File: config.mk
export PLATFORM = sky130hd
export DESIGN_NAME = mc_sync_fifo
export DESIGN_NICKNAME = d
export VERILOG_FILES = /design/src/rtl/mc_fifo_pkg.sv /design/src/rtl/mc_fifo_ch_ctrl.sv /design/src/rtl/mc_sync_fifo.sv
export SDC_FILE = /design/constraint.sdc
export NUM_CORES = 1
export LEC_CHECK = 0
export CAP_MARGIN = 20
export CORE_MARGIN = 1
export CORE_UTILIZATION = 62
export DETAILED_ROUTE_END_ITERATION = 10
export GPL_ROUTABILITY_DRIVEN = 1
export PLACE_DENSITY_LB_ADDON = 0.05
export SLEW_MARGIN = 15
export SYNTH_ARGS = -nofsm -noshare
export SYNTH_HDL_FRONTEND = slang
export SYNTH_SLANG_ARGS = --single-unit
File: constraint.sdc
create_clock -name clk -period 3.9 [get_ports clk]
set_input_delay 0.78 -clock clk [delete_from_list [all_inputs] [get_ports clk]]
set_output_delay 0.78 -clock clk [all_outputs]
set_load 0.05 [all_outputs]
File: src/rtl/mc_fifo_pkg.sv
// Shared helpers for the multi-channel FIFO family: width derivation,
// default-configuration pointer/count types and threshold sanity checks.
package mc_fifo_pkg;

  // Ceiling log2 for elaboration-time width calculations.
  function automatic int clog2_f(input int v);
    int r;
    r = 0;
    for (int i = 0; i < 31; i++) begin
      if ((1 << i) < v) r = i + 1;
    end
    return r;
  endfunction

  // Address bits needed to index one channel's DEPTH words.
  function automatic int addr_w_f(input int depth);
    return clog2_f(depth);
  endfunction

  // Channel select width keeps at least one code above NUM_CH-1,
  // so an out-of-range channel can always be presented and ignored.
  function automatic int ch_w_f(input int num_ch);
    return clog2_f(num_ch + 1);
  endfunction

  // Width of the channel part of the shared memory address.
  function automatic int ch_idx_w_f(input int num_ch);
    return (num_ch < 2) ? 1 : clog2_f(num_ch);
  endfunction

  // Thresholds must lie inside the 0..DEPTH count range to be meaningful.
  function automatic bit thresh_ok_f(input int depth, input int af, input int ae);
    return (af >= 1) && (af <= depth) && (ae >= 0) && (ae < depth);
  endfunction

  // Types for the default configuration (DEPTH = 16).
  localparam int DEF_DEPTH  = 16;
  localparam int DEF_ADDR_W = addr_w_f(DEF_DEPTH);
  typedef logic [DEF_ADDR_W:0] ptr_t;
  typedef logic [DEF_ADDR_W:0] count_t;

endpackage

File: src/rtl/mc_fifo_ch_ctrl.sv
// Per-channel control for mc_sync_fifo: write/read pointers, fill count and
// registered status flags. Optional sticky error flags when
// FIFO_ERR_STICKY_EN is defined.
// Handshake: a request is accepted on the clock edge when req_i is high and
// the pre-edge flag allows it (write needs !full, read needs !empty); the
// matching *_acc_o is high for that cycle. There is no back-pressure signal.
module mc_fifo_ch_ctrl
  import mc_fifo_pkg::*;
#(
  parameter int DEPTH     = 16,
  parameter int AF_THRESH = 14,
  parameter int AE_THRESH = 2,
  localparam int ADDR_W   = addr_w_f(DEPTH)
) (
  input  logic              clk,
  input  logic              rst,
  input  logic              wr_req_i,
  input  logic              rd_req_i,
`ifdef FIFO_ERR_STICKY_EN
  input  logic              err_clr_i,
  output logic              ovf_err_o,
  output logic              unf_err_o,
`endif
  output logic              wr_acc_o,
  output logic              rd_acc_o,
  output logic [ADDR_W-1:0] wr_addr_o,
  output logic [ADDR_W-1:0] rd_addr_o,
  output logic [ADDR_W:0]   count_o,
  output logic              full_o,
  output logic              empty_o,
  output logic              af_o,
  output logic              ae_o
);

  localparam logic [ADDR_W:0] AF_C = (ADDR_W + 1)'(AF_THRESH);
  localparam logic [ADDR_W:0] AE_C = (ADDR_W + 1)'(AE_THRESH);

  logic [ADDR_W:0] wr_ptr_q, wr_ptr_d, rd_ptr_q, rd_ptr_d, count_q, count_d;
  logic            full_q, full_d, empty_q, empty_d, af_q, af_d, ae_q, ae_d;

  // Acceptance uses pre-edge flags, so full+read and empty+write resolve naturally.
  assign wr_acc_o  = wr_req_i & ~full_q;
  assign rd_acc_o  = rd_req_i & ~empty_q;
  assign wr_addr_o = wr_ptr_q[ADDR_W-1:0];
  assign rd_addr_o = rd_ptr_q[ADDR_W-1:0];
  assign count_o   = count_q;
  assign full_o    = full_q;
  assign empty_o   = empty_q;
  assign af_o      = af_q;
  assign ae_o      = ae_q;

  // Next pointers and the flags they imply after this edge's accepted ops.
  always_comb begin
    wr_ptr_d = wr_ptr_q + {{ADDR_W{1'b0}}, wr_acc_o};
    rd_ptr_d = rd_ptr_q + {{ADDR_W{1'b0}}, rd_acc_o};
    count_d  = wr_ptr_d - rd_ptr_d;
    empty_d  = (wr_ptr_d == rd_ptr_d);
    full_d   = (wr_ptr_d[ADDR_W] != rd_ptr_d[ADDR_W]) &&
               (wr_ptr_d[ADDR_W-1:0] == rd_ptr_d[ADDR_W-1:0]);
    af_d     = (count_d >= AF_C);
    ae_d     = (count_d <= AE_C);
  end

  // Pointer, count and flag registers.
  always_ff @(posedge clk or posedge rst) begin
    if (rst) begin
      wr_ptr_q <= '0;
      rd_ptr_q <= '0;
      count_q  <= '0;
      full_q   <= 1'b0;
      empty_q  <= 1'b1;
      af_q     <= 1'b0;
      ae_q     <= 1'b1;
    end else begin
      wr_ptr_q <= wr_ptr_d;
      rd_ptr_q <= rd_ptr_d;
      count_q  <= count_d;
      full_q   <= full_d;
      empty_q  <= empty_d;
      af_q     <= af_d;
      ae_q     <= ae_d;
    end
  end

`ifdef FIFO_ERR_STICKY_EN
  logic ovf_q, ovf_d, unf_q, unf_d;

  // Sticky overflow/underflow; a clear in the same cycle as a new error wins.
  always_comb begin
    ovf_d = ovf_q | (wr_req_i & full_q);
    unf_d = unf_q | (rd_req_i & empty_q);
    if (err_clr_i) begin
      ovf_d = 1'b0;
      unf_d = 1'b0;
    end
  end

  // Error flag registers.
  always_ff @(posedge clk or posedge rst) begin
    if (rst) begin
      ovf_q <= 1'b0;
      unf_q <= 1'b0;
    end else begin
      ovf_q <= ovf_d;
      unf_q <= unf_d;
    end
  end

  assign ovf_err_o = ovf_q;
  assign unf_err_o = unf_q;
`endif

endmodule

File: src/rtl/mc_sync_fifo.sv
// Multi-channel single-clock FIFO: NUM_CH logical queues in one shared
// memory of NUM_CH*DEPTH words, addressed as {channel, pointer}.
// Optional feature macro: FIFO_ERR_STICKY_EN (sticky ovf_err/unf_err + err_clr).
// Requests on a channel index >= NUM_CH never select a channel and are ignored.
module mc_sync_fifo
  import mc_fifo_pkg::*;
#(
  parameter int DATA_W    = 8,
  parameter int DEPTH     = 16,
  parameter int NUM_CH    = 4,
  parameter int AF_THRESH = 14,
  parameter int AE_THRESH = 2,
  localparam int ADDR_W   = addr_w_f(DEPTH),
  localparam int CH_W     = ch_w_f(NUM_CH)
) (
  input  logic                       clk,
  input  logic                       rst,
`ifdef FIFO_ERR_STICKY_EN
  input  logic                       err_clr,
  output logic [NUM_CH-1:0]          ovf_err,
  output logic [NUM_CH-1:0]          unf_err,
`endif
  input  logic                       wr_req,
  input  logic [CH_W-1:0]            wr_ch,
  input  logic [DATA_W-1:0]          data_in,
  input  logic                       rd_req,
  input  logic [CH_W-1:0]            rd_ch,
  output logic [DATA_W-1:0]          data_out,
  output logic                       rd_valid,
  output logic [NUM_CH-1:0]          fifo_full,
  output logic [NUM_CH-1:0]          fifo_empty,
  output logic [NUM_CH-1:0]          almost_full,
  output logic [NUM_CH-1:0]          almost_empty,
  output logic [NUM_CH*(ADDR_W+1)-1:0] fill_level
);

  localparam int CHI_W  = ch_idx_w_f(NUM_CH);
  localparam int MEM_AW = CHI_W + ADDR_W;

  if (!thresh_ok_f(DEPTH, AF_THRESH, AE_THRESH) || DEPTH < 4 || NUM_CH < 1 ||
      (1 << ADDR_W) != DEPTH) begin : g_bad_cfg
    $error("mc_sync_fifo: illegal DEPTH/NUM_CH/threshold configuration");
  end

  logic [NUM_CH-1:0] wr_sel, rd_sel, wr_acc_v, rd_acc_v;
  logic [ADDR_W-1:0] wr_addr_a [NUM_CH];
  logic [ADDR_W-1:0] rd_addr_a [NUM_CH];
  logic [ADDR_W-1:0] wr_low, rd_low;
  logic [MEM_AW-1:0] mem_waddr, mem_raddr;
  logic [DATA_W-1:0] mem [NUM_CH*DEPTH];
  logic [DATA_W-1:0] data_q;
  logic              valid_q;

  // Decode channel selects and pick the selected channel's memory offsets.
  always_comb begin
    wr_sel = '0;
    rd_sel = '0;
    wr_low = '0;
    rd_low = '0;
    for (int c = 0; c < NUM_CH; c++) begin
      wr_sel[c] = wr_req & (wr_ch == CH_W'(c));
      rd_sel[c] = rd_req & (rd_ch == CH_W'(c));
      if (wr_ch == CH_W'(c)) wr_low = wr_addr_a[c];
      if (rd_ch == CH_W'(c)) rd_low = rd_addr_a[c];
    end
    mem_waddr = {wr_ch[CHI_W-1:0], wr_low};
    mem_raddr = {rd_ch[CHI_W-1:0], rd_low};
  end

  for (genvar c = 0; c < NUM_CH; c++) begin : g_ch
    mc_fifo_ch_ctrl #(
      .DEPTH     (DEPTH),
      .AF_THRESH (AF_THRESH),
      .AE_THRESH (AE_THRESH)
    ) u_ctrl (
      .clk       (clk),
      .rst       (rst),
      .wr_req_i  (wr_sel[c]),
      .rd_req_i  (rd_sel[c]),
`ifdef FIFO_ERR_STICKY_EN
      .err_clr_i (err_clr),
      .ovf_err_o (ovf_err[c]),
      .unf_err_o (unf_err[c]),
`endif
      .wr_acc_o  (wr_acc_v[c]),
      .rd_acc_o  (rd_acc_v[c]),
      .wr_addr_o (wr_addr_a[c]),
      .rd_addr_o (rd_addr_a[c]),
      .count_o   (fill_level[c*(ADDR_W+1) +: (ADDR_W+1)]),
      .full_o    (fifo_full[c]),
      .empty_o   (fifo_empty[c]),
      .af_o      (almost_full[c]),
      .ae_o      (almost_empty[c])
    );
  end

  // Shared storage; only an accepted write touches it, contents not reset.
  always_ff @(posedge clk) begin
    if (|wr_acc_v) mem[mem_waddr] <= data_in;
  end

  // Registered read port: data_out holds between reads, rd_valid pulses per read.
  always_ff @(posedge clk or posedge rst) begin
    if (rst) begin
      data_q  <= '0;
      valid_q <= 1'b0;
    end else begin
      valid_q <= |rd_acc_v;
      if (|rd_acc_v) data_q <= mem[mem_raddr];
    end
  end

  assign data_out = data_q;
  assign rd_valid = valid_q;

endmodule

==> results.txt <==
The critical-path cell with the highest stage delay is sky130_fd_sc_hd__clkdlybuf4s50_1. The number of global-route vias before repair is 15,839. In this run the standard cell core region covers 38,900 um^2.

The family with the most delay on the worst path is adder cells. The achievable frequency is 276 MHz. Of the synthesized area, sequential elements account for 71.0%. The chip height is a little over 200 um.

The area taken by flip-flops and latches came out at 17,500 um^2. Counting every sink on the clock net gives 597. The combined area of the multi-input logic cells came out at 6480 um^2. The fraction of registers with async set or reset after synthesis came out at 14.2%. The internal power is 12.6 mW. In this design, the stage delay of the slowest critical-path cell is 0.51 ns.

The largest buffer count on any clock path is 3. The net total in the final layout is 2,057. At the worst endpoint, the arrival time is 4.11 ns.

The slack of the worst reg-to-reg path came out at 0.93 ns. The headroom to the max-slew limit came out at around 32%. The full die area came out at 40,600 um^2. The worst setup path is launched from a primary input. The number of top-level design ports came out at 63. The initial core utilization is 63.4%. The residual overflow from global routing is 0. The routed wire length came out at 64,600 um.

The depth of the worst register-to-register path came out at 12. The worst path meets setup with 0.278 ns of slack. In this run the critical register-to-register path is launched from g_ch[2].u_ctrl.empty_o. Together, buffers and inverters on the worst path number 3. Summed over all cells, the static leakage comes to 10.6 nW.

The biggest fanout along the worst timing path is 3. Row generation in the floorplan step produced between 70 and 80 rows. The max-cap check violation count came out at 0.

The number of pins with negative max-slew slack in the final report came out at 0. The wire length of the first global-routing pass came out at 97,000 um. Buffers inserted during clock tree synthesis total 57. The synthesized netlist net count came out at between 1,500 and 2,000.

Detailed placement ended at an HPWL of 44,200 um. The number of buffers inserted by port buffering is 62. The smallest clock period supported by the final layout is computed as between 3 and 4 ns. The data required time of the worst path is 4.39 ns. The slew at the pin closest to its max-slew limit came out at 1.00 ns. The combinational power share is roughly 30%. By area the synthesized netlist is led by sky130_fd_sc_hd__edfxtp_1 (62%), sky130_fd_sc_hd__dfrtp_1 (7.8%), sky130_fd_sc_hd__nand2_1 (4.7%). The number of instances in the synthesized netlist is 1,757. The total count of hold-check failures in the final report was 0. The last weighted congestion value of the routability-driven placer came out at 0.940. Walking the worst path, the cells encountered are clkdlybuf4s50_1 > or3b_4 > nor3b_4 > ha_1 > xor2_1 > xnor2_1 > inv_1 > ha_1 > a21oi_1 > inv_1 > maj3_1 > maj3_1 > xnor2_2 > a31o_2. The post-CTS clock slew at the launch and capture registers of the worst setup and hold paths came out at 0.06 ns.

The area overhead of the layout relative to synthesis is 18.1%. The initial detailed-routing violation count came out at 1,585. The number of hold buffers added after cts came out at 0.

Leaving out fill and tap cells, the most frequent cells in the layout are sky130_fd_sc_hd__edfxtp_1 (512), sky130_fd_sc_hd__nand2_1 (309), sky130_fd_sc_hd__buf_4 (216). The worst-skew pair later-pin latency is 0.62 ns. Averaged over all synthesized cells, the footprint is ~14 um^2.

The DRC violation count after routing is 0. The cell area after synthesis is between 20,000 and 25,000 um^2. Of the total power, the clock network draws 29.5%. The clock arrives with 0.0234 ns of skew. The post-route antenna net violation count came out at 0. The total negative slack is 0 ns.

The number of enable flip-flop cells after synthesis is 512. The maximum vdd drop is ~0.60 mV. The TritonCTS clock tree is built.

For hold timing, the worst endpoint is g_ch[0].u_ctrl.rd_ptr_q[4]. The startpoint identified for the worst hold timing path is g_ch[0].u_ctrl.rd_ptr_q[4]. The count of cell instances traversed by the critical path is 14. The via count normalized by instance count is between 6 and 7. The path class of the tightest hold or removal check is flip-flop to flip-flop. Net switching is 31.9% of the power. The count of cell types in the netlist came out at slightly below 70. Counting instances, the worst hold path has a depth of 1.

The net switching power came out at 5.88 mW. The run finished with clean final reports. The critical register-to-register path endpoint is g_ch[2].u_ctrl.af_o.

The largest net degree at the start of global routing is 53. Leaving out fill and tap cells, the most frequent cell in the layout is sky130_fd_sc_hd__edfxtp_1. The cell chosen for the clock root is sky130_fd_sc_hd__clkbuf_16. The number of optimization iterations in the first detailed-route pass came out at 6. The sequential group share of total power came out at 41.3%.

The share of cells above drive strength 1 came out at 20.1%. The filler cells instantiated in the layout total 2,498. The total global-route track usage is between 30% and 40%.

The top-area cell type share of the netlist area came out at 62.3%. The total vias in the final route is 15,989. STA classifies the critical path endpoint as a flip-flop.

The worst slack at placement is -0.540 ns. The number of failing setup endpoints in the final timing report came out at 0. The die width is between 200 and 250 um.

The total of warnings raised by yosys is 0. The total power consumption of the routed design is 18.4 mW. The final antenna diode count came out at 0. The initial antenna violation count is 1. The register bit total from synthesis is 597. The worst setup path is of the primary input to flip-flop kind. The post-synthesis cell type with the largest combined area is sky130_fd_sc_hd__edfxtp_1. The wire length per cell is 25.1 um. The power density over the cells came out at 633 nW/um^2. The maximum level of the CTS H-tree is 2. The ratio of final minimum period to clock period is 92.9%.

Setup repair after global routing left no endpoint under its margin. The most used flip-flop cell after synthesis is sky130_fd_sc_hd__edfxtp_1.
-- flip-flops by register name, indices dropped and copies added (netlist names) --
register              cells
mem                     512
g_ch.u_ctrl.count_o      20
g_ch.u_ctrl.rd_ptr_q     20
g_ch.u_ctrl.wr_ptr_q     20
data_out                  8
g_ch.u_ctrl.ae_o          4
g_ch.u_ctrl.af_o          4
g_ch.u_ctrl.empty_o       4
g_ch.u_ctrl.full_o        4
rd_valid                  1
-- cell families (layout without fill, tap and decap cells) --
group / after synthesis / in the layout / synth area share, %
adders and majority gates: 38 / 38 / 1.86
DFF: 597 / 597 / 71.0
buffers and inverters: 143 / 445 / 3.03
xor gates and xnor gates: 55 / 55 / 1.95
AOI/OAI and AO/OA: 186 / 186 / 5.76
muxes: 128 / 128 / 5.76
and+or+nand+nor: 610 / 610 / 10.7
-- Yosys cell counts (6+ instances only) --
library cell	count
sky130_fd_sc_hd__edfxtp_1	512
sky130_fd_sc_hd__nand3_1	119
sky130_fd_sc_hd__a211oi_1	6
sky130_fd_sc_hd__inv_1	43
sky130_fd_sc_hd__clkbuf_1	26
sky130_fd_sc_hd__xor2_1	18
sky130_fd_sc_hd__a31oi_1	21
sky130_fd_sc_hd__o21ai_0	18
sky130_fd_sc_hd__nand4_1	27
sky130_fd_sc_hd__xnor2_1	37
sky130_fd_sc_hd__o2111ai_1	7
sky130_fd_sc_hd__dfrtp_1	77
sky130_fd_sc_hd__a2111oi_0	14
sky130_fd_sc_hd__nand2_1	309
sky130_fd_sc_hd__a311oi_1	7
sky130_fd_sc_hd__maj3_1	10
sky130_fd_sc_hd__mux2_2	50
sky130_fd_sc_hd__nor2_1	107
sky130_fd_sc_hd__nor2b_1	8
sky130_fd_sc_hd__ha_1	27
sky130_fd_sc_hd__a41oi_1	7
sky130_fd_sc_hd__buf_6	9
sky130_fd_sc_hd__dfstp_2	8
sky130_fd_sc_hd__a21oi_1	11
sky130_fd_sc_hd__nor3_1	10
sky130_fd_sc_hd__buf_4	27
sky130_fd_sc_hd__a32oi_1	29
sky130_fd_sc_hd__buf_2	33
sky130_fd_sc_hd__o22ai_1	23
sky130_fd_sc_hd__mux2i_1	69
-- how the worst max path moves through the flow --
| stage | from | to | slack (ns) |
|---|---|---|---|
| floorplan | wr_ch[0] | g_ch[2].u_ctrl.ae_o | -0.002 |
| finish | wr_req | g_ch[2].u_ctrl.af_o | 0.28 |
| CTS | wr_req | g_ch[2].u_ctrl.ae_o | 0.07 |
| global placement | wr_req | g_ch[2].u_ctrl.ae_o | -0.43 |
| detailed placement | wr_req | g_ch[2].u_ctrl.ae_o | -0.54 |
| global route | wr_req | g_ch[2].u_ctrl.ae_o | 0.05 |
-- per-layer routing --
| metal | share of wire (%) | global-route usage [%] | vias up |
|---|---|---|---|
| li1 | - | - | 7051 |
| met1 | 39 | 44.9 | 7887 |
| met2 | 47 | 52.3 | 891 |
| met3 | 9.0 | 4.60 | 158 |
| met4 | 4.3 | 14.0 | 2 |
| met5 | 0.019 | 0 | - |
-- what timing repair did --
action	CTS	global route
gates resized for setup	0	7
setup buffers	0	1
setup endpoints to repair	0	3
-- stage by stage --
step           std cells  cell area [um^2]  hold slack, ns  util (%)
3_5_place_dp        2469             27300           0.483      70.1
3_3_place_gp        2469             27300           0.477      70.1
4_1_cts             2576             29100           0.498      74.8
5_1_grt             2577             29200           0.516      74.9
2_1_floorplan       1757             24700           0.462         -
6_report            2577             29200           0.488      74.9
-- cell type report --
type,count,share of cell area [%]
sequential,597,60.1
multi-input combinational,1017,22.2
timing repair buffer,294,8.65
clock buffer,78,5.33
tap,518,2.22
clock inverter,29,0.927
inverter,44,0.575
-- power groups by stage --
stage	registers [mW]	logic [mW]	clock network (mW)
finish	7.61	5.40	5.44
global route	7.65	5.74	5.70
CTS	7.62	5.29	5.47
detailed placement	7.74	5.25	0
global placement	7.74	5.16	0
floorplan	8.16	2.77	0
Power figures use the tool's default switching activity.
